**config.mk**
```make
export PLATFORM = sky130hd
export DESIGN_NAME = keypad_responder
export DESIGN_NICKNAME = d
export VERILOG_FILES = /design/src/rtl/keypad_pkg.sv /design/src/rtl/keypad_round_counter.sv /design/src/rtl/keypad_responder.sv
export SDC_FILE = /design/constraint.sdc
export NUM_CORES = 1
export LEC_CHECK = 0
export CORE_UTILIZATION = 40
export DETAILED_ROUTE_END_ITERATION = 16
export DONT_BUFFER_PORTS = 1
export GPL_TIMING_DRIVEN = 0
export MAX_ROUTING_LAYER = met4
export PLACE_DENSITY = 0.5
export SYNTH_ARGS = -nofsm -noshare
export SYNTH_HDL_FRONTEND = slang
export SYNTH_SLANG_ARGS = --single-unit
```
**constraint.sdc**
```tcl
create_clock -name fin -period 2.4 [get_ports fin]
set_clock_uncertainty 0.05 [all_clocks]
set_input_delay 0.48 -clock fin [delete_from_list [all_inputs] [get_ports fin]]
set_output_delay 0.48 -clock fin [all_outputs]
set_load 0.01 [all_outputs]
```
**src/rtl/keypad_pkg.sv**
```systemverilog
// Shared types and helpers for the keypad responder: FSM states, key_code field
// positions and the column one-hot decode.
package keypad_pkg;

  typedef enum logic [2:0] {
    IDLE,
    PRESS,
    BOUNCE,
    HOLD,
    GAP
  } state_t;

  localparam int ROW_LSB = 0;
  localparam int COL_LSB = 2;

  // Column field 2'b11 has no key behind it, so it decodes to no column at all.
  function automatic logic [2:0] col_onehot(input logic [1:0] col);
    case (col)
      2'd0:    col_onehot = 3'b001;
      2'd1:    col_onehot = 3'b010;
      2'd2:    col_onehot = 3'b100;
      default: col_onehot = 3'b000;
    endcase
  endfunction

endpackage

```
**src/rtl/keypad_round_counter.sv**
```systemverilog
// Scan-round counter (saturating) and round-boundary watchdog for the keypad responder.
// Both counters clear on clear; the watchdog also restarts on every round boundary.
module keypad_round_counter
  import keypad_pkg::*;
#(
  parameter int RMAX    = 4,
  parameter int RND_W   = 3,
  parameter int TIMEOUT = 1048576,
  parameter int CNT_W   = 21
) (
  input  logic             fin,
  input  logic             rst,
  input  logic             rise0,
  input  logic             clear,
  input  logic             enable,
  output logic [RND_W-1:0] rounds,
  output logic             tmo_tc
);

  logic [CNT_W-1:0] tcnt;

  always_ff @(posedge fin) begin
    if (rst || clear) begin
      rounds <= '0;
    end else if (enable && rise0 && (rounds != RND_W'(RMAX))) begin
      rounds <= rounds + RND_W'(1);
    end

    if (rst || clear || rise0) begin
      tcnt <= '0;
    end else if (enable && (tcnt != CNT_W'(TIMEOUT))) begin
      tcnt <= tcnt + CNT_W'(1);
    end
  end

  // Flags the cycle whose increment would reach TIMEOUT; a round boundary
  // in that same cycle takes precedence and restarts the count instead.
  assign tmo_tc = enable && !rise0 && (tcnt == CNT_W'(TIMEOUT - 1));

endmodule

```
**src/rtl/keypad_responder.sv**
```systemverilog
// keypad_responder: far-end model of a 4x3 matrix keypad answering a one-hot row scan.
// Define KEYPAD_BOUNCE_EN to insert 384-cycle contact-bounce windows at press and release.
module keypad_responder
  import keypad_pkg::*;
#(
  parameter int HOLD_ROUNDS = 4,
  parameter int GAP_ROUNDS  = 2,
  parameter int TIMEOUT     = 1048576,
  parameter int CNT_W       = 21
) (
  input  logic       fin,
  input  logic       rst,
  input  logic       key_valid,
  input  logic [3:0] key_code,
  output logic       key_ready,
  input  logic [3:0] scan,
  output logic [2:0] colum,
  output logic       busy,
  output logic       done,
  output logic       err
);
  // state  | meaning
  // IDLE   | waiting for a command, key_ready high
  // PRESS  | command latched, waiting for a scan round boundary
  // BOUNCE | contact bounce window around press/release
  // HOLD   | key closed, column driven while its row is scanned
  // GAP    | key released, waiting out the gap rounds

  localparam int RMAX  = (HOLD_ROUNDS > GAP_ROUNDS) ? HOLD_ROUNDS : GAP_ROUNDS;
  localparam int RND_W = $clog2(RMAX + 1);

  state_t           state;
  logic [3:0]       scan_q, scan_prev;
  logic [1:0]       row_q;
  logic [2:0]       col_q;
  logic [RND_W-1:0] rounds;
  logic             rise0, row_hit, hold_end, gap_end;
  logic             cnt_clear, cnt_en, tmo_tc, drive;

  assign rise0    = scan_q[0] & ~scan_prev[0];
  assign row_hit  = (scan_q == (4'b0001 << row_q));
  assign hold_end = (state == HOLD) && rise0 && (rounds == RND_W'(HOLD_ROUNDS - 1));
  assign gap_end  = (state == GAP) && rise0 && (rounds == RND_W'(GAP_ROUNDS - 1));
  assign cnt_en   = (state == PRESS) || (state == HOLD) || (state == GAP);

`ifdef KEYPAD_BOUNCE_EN
  localparam int BOUNCE_LEN = 384;
  logic [8:0] bcnt;
  logic       gate, to_gap, bounce_exit;

  assign bounce_exit = (state == BOUNCE) && (bcnt == 9'(BOUNCE_LEN - 1));
  assign drive       = (state == HOLD) || ((state == BOUNCE) && gate);
  assign cnt_clear   = (state == IDLE) || ((state == PRESS) && rise0) || hold_end || bounce_exit;
`else
  assign drive       = (state == HOLD);
  assign cnt_clear   = (state == IDLE) || ((state == PRESS) && rise0) || hold_end;
`endif

  keypad_round_counter #(
    .RMAX   (RMAX),
    .RND_W  (RND_W),
    .TIMEOUT(TIMEOUT),
    .CNT_W  (CNT_W)
  ) u_cnt (
    .fin   (fin),
    .rst   (rst),
    .rise0 (rise0),
    .clear (cnt_clear),
    .enable(cnt_en),
    .rounds(rounds),
    .tmo_tc(tmo_tc)
  );

  always_ff @(posedge fin) begin
    if (rst) begin
      state     <= IDLE;
      key_ready <= 1'b1;
      busy      <= 1'b0;
      done      <= 1'b0;
      err       <= 1'b0;
      colum     <= 3'b000;
      row_q     <= 2'd0;
      col_q     <= 3'b000;
      scan_q    <= 4'b0000;
      scan_prev <= 4'b0000;
`ifdef KEYPAD_BOUNCE_EN
      bcnt      <= '0;
      gate      <= 1'b0;
      to_gap    <= 1'b0;
`endif
    end else begin
      scan_q    <= scan;
      scan_prev <= scan_q;
      done      <= 1'b0;
      err       <= 1'b0;
      colum     <= (drive && row_hit) ? col_q : 3'b000;

      case (state)
        IDLE: begin
          key_ready <= 1'b1;
          busy      <= 1'b0;
          if (key_valid && key_ready) begin
            if (key_code[COL_LSB +: 2] == 2'b11) begin
              err <= 1'b1;
            end else begin
              state     <= PRESS;
              busy      <= 1'b1;
              key_ready <= 1'b0;
              row_q     <= key_code[ROW_LSB +: 2];
              col_q     <= col_onehot(key_code[COL_LSB +: 2]);
            end
          end
        end
        PRESS: begin
          if (rise0) begin
`ifdef KEYPAD_BOUNCE_EN
            state  <= BOUNCE;
            bcnt   <= '0;
            gate   <= 1'b1;
            to_gap <= 1'b0;
`else
            state <= HOLD;
`endif
          end else if (tmo_tc) begin
            state <= IDLE;
            busy  <= 1'b0;
            err   <= 1'b1;
            colum <= 3'b000;
          end
        end
        HOLD: begin
          if (hold_end) begin
`ifdef KEYPAD_BOUNCE_EN
            state  <= BOUNCE;
            bcnt   <= '0;
            gate   <= 1'b1;
            to_gap <= 1'b1;
`else
            state <= GAP;
            colum <= 3'b000;
`endif
          end else if (tmo_tc) begin
            state <= IDLE;
            busy  <= 1'b0;
            err   <= 1'b1;
            colum <= 3'b000;
          end
        end
        GAP: begin
          if (gap_end) begin
            state <= IDLE;
            busy  <= 1'b0;
            done  <= 1'b1;
          end else if (tmo_tc) begin
            state <= IDLE;
            busy  <= 1'b0;
            err   <= 1'b1;
            colum <= 3'b000;
          end
        end
`ifdef KEYPAD_BOUNCE_EN
        BOUNCE: begin
          bcnt <= bcnt + 9'd1;
          if (bcnt[5:0] == 6'd63) begin
            gate <= ~gate;
          end
          if (bounce_exit) begin
            state <= to_gap ? GAP : HOLD;
          end
        end
`endif
        default: begin
          state <= IDLE;
          busy  <= 1'b0;
          colum <= 3'b000;
        end
      endcase
    end
  end

endmodule

```
# == Word level (Yosys, flattened, before mapping) ==
# Index checks and enable logic that the tools add are counted.
# op_classes
shifts,1
eq_ne,16
n_reduce_logical,25
n_addsub,2
n_bitwise,4
mux,30
# ops
cell,n
3-bit 2-to-1 mux,11
3-bit one-hot mux with 4 select lines,2
"21-bit by 1-bit adder with 21-bit output, second input constant",1
"21-bit by 20-bit equality test with 1-bit output, second input constant",1
"21-bit != test, second input constant",1
1-bit 2-to-1 mux,14
1-bit logical AND,12
3-bit one-hot mux with 3 select lines,1
1-bit one-hot mux with 4 select lines,2
"3-bit by 1-bit equality test with 1-bit output, second input constant",2
"3-bit by 2-bit equality test with 1-bit output, second input constant",2
1-bit logical OR,6
"2-bit != test, second input constant",3
"2-bit equality test, second input constant",2
4-bit equality test,1
2-bit AND reduction,2
"1-bit by 2-bit << shifter with 4-bit output, first input constant",1
"3-bit by 1-bit adder with 3-bit output, second input constant",1
"3-bit equality test, second input constant",1
3-bit logical NOT,1
"3-bit != test, second input constant",1
1-bit inverter,3
3-bit AND reduction,1
"2-bit by 1-bit equality test with 1-bit output, second input constant",1
5 further kinds,5
# totals
reg_bits,44
out_inout_bits,7
input_bits,11

# == Longest topological paths before layout ==
# depth
word_depth,8
mapped_depth,8
ltp_nobuf,7

# == Cells and area by module ==
# A second synthesis with hierarchy kept.
# hier_totals
cells_unflattened,269
area_unflattened_um2,2289.7
# modules_own_cells
mod,area_each_um2,seq_area_each_um2,instances,cells_per_inst
keypad_round_counter,1311.3,480.5,1,156
keypad_responder,978.4,400.4,1,113

# == Worst setup path after synthesis ==
# OpenSTA, ideal clock, no wires.
# synth_path
path_kind,reg2reg
startpoint,register u_cnt.tcnt[1]
endpoint,register colum[0]
t_arrival_ns,1.704
t_required_ns,2.235
path_stages_with_launch,7
slack_ns,0.530
n_path_buf,0
synth_period_minus_slack_ns,1.870
cell_sequence,dfxtp_1 ha_1 nand4_1 nor3_1 nand4_4 and3_1 and3_1
# synth_between
elab_chain_cells,5
word_cells_on_any_way,7
classes_between,eq/ne (1); mux (5); reduce/logical (1)
# synth_rtl
element,line,text
"start, declared",keypad_round_counter.sv:20,logic [CNT_W-1:0] tcnt;
"start signal, assigned",keypad_round_counter.sv:32,tcnt <= tcnt + CNT_W'(1);
21-bit by 20-bit equality test with 1-bit output *,keypad_round_counter.sv:38,assign tmo_tc = enable && !rise0 && (tcnt == CNT_W'(TIMEOUT - 1));
1-bit logical AND *,keypad_round_counter.sv:38,
3-bit 2-to-1 mux *,"keypad_responder.sv:124, keypad_responder.sv:142, keypad_responder.sv:154",
3-bit 2-to-1 mux (on tied branches),"keypad_responder.sv:150, keypad_responder.sv:115, keypad_responder.sv:132",
3-bit one-hot mux with 4 select lines *,keypad_responder.sv:98,case (state)
"end signal, assigned",keypad_responder.sv:96,colum <= (drive && row_hit) ? col_q : 3'b000;
"end, declared",keypad_responder.sv:17,"output logic [2:0] colum,"
# Every way passes the cells marked *; elsewhere a longest branch is shown, timed or not.
# A chain may end at the register's enable or synchronous reset.

# == Worst setup path after layout ==
# layout_path
startpoint,register scan_q[0]
endpoint,register u_cnt.tcnt[17]
# layout_between
elab_chain_cells,6
word_cells_on_any_way,8
classes_between,bitwise (1); reduce/logical (7)
# layout_rtl
element,line,text
"start, declared",keypad_responder.sv:33,"logic [3:0] scan_q, scan_prev;"
"start signal, assigned",keypad_responder.sv:92,scan_q <= scan;
1-bit AND *,keypad_responder.sv:40,assign rise0 = scan_q[0] & ~scan_prev[0];
1-bit logical AND (on tied branches),"keypad_responder.sv:56, keypad_responder.sv:42",
1-bit logical OR or 1-bit logical AND (tied branches),"keypad_responder.sv:56, keypad_responder.sv:42",
1-bit logical OR,keypad_responder.sv:56,assign cnt_clear = (state == IDLE) || ((state == PRESS) && rise0) || hold_end;
1-bit logical OR,keypad_round_counter.sv:29,if (rst || clear || rise0) begin
1-bit logical OR *,keypad_round_counter.sv:29,
# Marks and branches as above.

==> summary.md <==
| Metric | Value |
|---|---|
| Placeable Area | about 0.0051 sq mm |
| Nature of the critical path startpoint | flop |
| Sink Count | 44 |
| Diodes inserted | 0 |
| Place WS | approximately 47 ps |
| Design Area, Final | approximately 0.0024 sq mm |
| Hold WC Path Type | in -> reg |
| Hpwl dp | between 3 and 4 mm |
| Setup TNS after final layout | 0 ps |
| I/O pin total | 18 |
| CTS hold repair buffers | 0 |
| CTS Buf Count | 5 |
| Root buffer cell | clkbuf_8 |
| Clock Latency Late Sink | 290 ps |
| Synth-to-Final Area Change | 12.2% |
| Crit path kind | reg -> reg |
| Ys Warns | 0 |
| Area leader, netlist | dfxtp_1 |
| Vias | 1654 |
| Reg2Reg Depth | 5 |
| VDD IR max | between 0.2 and 0.3 mV |
| Final worst setup slack | just under 300 ps |
| LEAKAGE | roughly 0.82 nW |
| Die X | approximately 74 um |
| Max FO, Critical Path | 10 |
| Syn Std Cell Area | approximately 0.0021 sq mm |
| First-pass GRT wire length | between 7 and 8 mm |
| CTS tree | yes |
| ANT nets after route | 0 |
| Final std cells w/o fill | around 320 |
| Syn_nets | 255 |
| Seq/Total Area, Yosys | a little over two fifths |
| Die height | 74.5 um |
| Max-cap violations | 0 |
| Status | completed |
| Largest net degree at the start of global routing | 15 |
| Placed Cells | 308 |
| Initial antenna violation count | 0 |
| Area after DPL | roughly 0.0022 sq mm |
| Min cycle time layout | around 2100 ps |
| Final net count | approximately 260 |
| RePlAce Congestion | ~0.80 |
| H-tree levels | 2 |
| Crit path DAT | between 2000 and 2500 ps |
| # fillers | about 530 |
| Routed len/inst | 13.6 um |
| Port bufs | 0 |
| Vias per Instance | around 5.2 |
| Pre-Repair DR Iteration Count | 4 |
| Post-synth cell types | 43 |
| Peak Freq | approximately 470 MHz |
| Max_slew headroom | about 44% |
| Die area | about 0.0055 sq mm |
| Proportion of layout cells with a drive suffix above 1 | about 8.1% |
| Yosys top cell area share | 42.0% |
| Global route overflow | 0 |
| Clock transition at path regs | ~90 ps |
| Hold path depth | 1 |
| Total wire length | roughly 4.3 mm |
| Overall power | roughly 0.0016 W |
| Total track usage | 17.5% |
| Max-slew violation count | 0 |
| CTS Buffer Depth | 2 |
| Syn Area/Cell | slightly below 9 sq um |
| Residual DRC | 0 |
| Synth area leaders | dfxtp_1 (42%), nor2_1 (4.8%), xor2_1 (4.2%), ha_1 (3.6%), nand3_1 (3.6%) |
| Detailed Route Iter0 Violations | 67 |
| Vias in the first global route | approximately 1500 |
| Worst Max-Slew Pin Slew | around 820 ps |
| Final setup viols | 0 |
| Synth Register Bits | 44 |
| Kind of end point of the critical path | flop |
| Final hold vios | 0 |
| Cell count after synthesis | 238 |
| CP Data Required Time | ~2500 ps |
| RSZ-0062 raised after global routing | false |
| Initial core utilization | ~41% |
| Post-CTS Setup Inserts | 0 |
| PwrDens | 694 mW/mm^2 |
| Row cnt | 26 |
| Final period util | between 80% and 90% |
| Post_cts resized | 0 |
==> logic make-up after synthesis <==
family,count (synthesis),synth area share [%]
multiplexers,3,1.43
flip-flops,44,42.0
AND/OR/NAND/NOR,119,30.9
AO/OA/AOI/OAI,34,11.5
buffers and inverters,16,3.99
XOR/XNOR,16,6.67
adder cells (fa/ha/maj),6,3.58
==> registers in the layout (all words and copies together) (netlist names), 2 cells and up <==
name / cells
u_cnt.tcnt: 21
row_q: 2
scan_q: 4
state: 3
colum: 3
u_cnt.rounds: 3
col_q: 3
==> path summary, 6_finish.rpt <==
path,end,from,slack [ps]
setup / recovery,u_cnt.tcnt[17],scan_q[0],290
hold / removal,scan_q[0],scan[0],260
setup reg to reg,u_cnt.tcnt[17],scan_q[0],290
hold reg to reg,col_q[0],col_q[0],430
==> metrics by stage <==
| stage | util (%) | hold slack [ps] |
|---|---|---|
| 2_1_floorplan | - | 396 |
| 3_3_place_gp | 43.1 | 403 |
| 3_5_place_dp | 43.1 | 418 |
| 4_1_cts | 46.2 | 253 |
| 5_1_grt | 46.4 | 254 |
| 6_report | 46.4 | 259 |
==> layout by cell type (no fill, tap or decap), types with 3 or more instances in the layout <==
cell type	netlist	final
a21oi_1	7	7
and3_1	9	9
and4_1	4	4
buf_6	3	3
bufinv_16	0	3
clkbuf_1	4	4
clkbuf_8	0	5
dfxtp_1	44	44
ha_1	6	6
inv_1	8	8
mux2i_1	3	3
nand2_1	17	17
nand2b_1	6	6
nand3_1	15	15
nand4_1	7	7
nor2_1	27	27
nor2b_1	7	7
nor3_1	10	8
nor4_1	4	4
o211ai_1	3	3
o21ai_0	5	5
or4_1	5	5
xnor2_1	6	6
xor2_1	10	10
==> report_power, final <==
group          total (W)  switching [W]  internal (W)
clock network   0.000774       0.000254      0.000521
logic           0.000105      0.0000657     0.0000393
registers       0.000757      0.0000123      0.000745
total            0.00164       0.000332       0.00130
==> area by class of cell <==
cell class                 count  area, sq um  area share, %
multi-input combinational    178         1140           48.6
sequential                    44          881           37.4
clock inverter                 3         90.1           3.82
tap                           70         87.6           3.72
clock buffer                   5         68.8           2.92
buffer                         8         53.8           2.28
inverter                       8         30.0           1.27
==> synth_stat cells, drive strengths merged <==
cell      n
o21bai    1
ha        6
nand2b    6
nor2b     7
a21o      2
nor2     27
or3       2
buf       4
a311o     1
a2111oi   1
o32ai     1
o31ai     2
nand3    15
a31oi     2
nor4b     2
inv       8
nand4     8
o21ai     8
a21oi     9
or3b      1
o211ai    3
nand2    18
and3      9
o21a      1
and4      4
a211oi    1
mux2i     3
a221oi    2
xnor2     6
nor4      4
dfxtp    44
clkbuf    4
nor3b     1
xor2     10
or4       5
nor3     10
==> layer usage <==
layer,routed length (um),vias up,global-route usage [%],part of all wire (%)
li1,-,867,-,-
met1,2360,765,25.9,55
met2,1770,20,23.0,41
met3,131,2,4.20,3.1
met4,27,0,5.03,0.63
met5,0,-,-,0
==> worst max-delay path, cell delays in order (launching register included) <==
cell and delay, ps:
dfxtp_1 390, nor2b_1 430, or3_1 190, clkbuf_1 380, clkbuf_1 450, nor2_1 100
No activity file was read; power rests on OpenSTA's default activity.
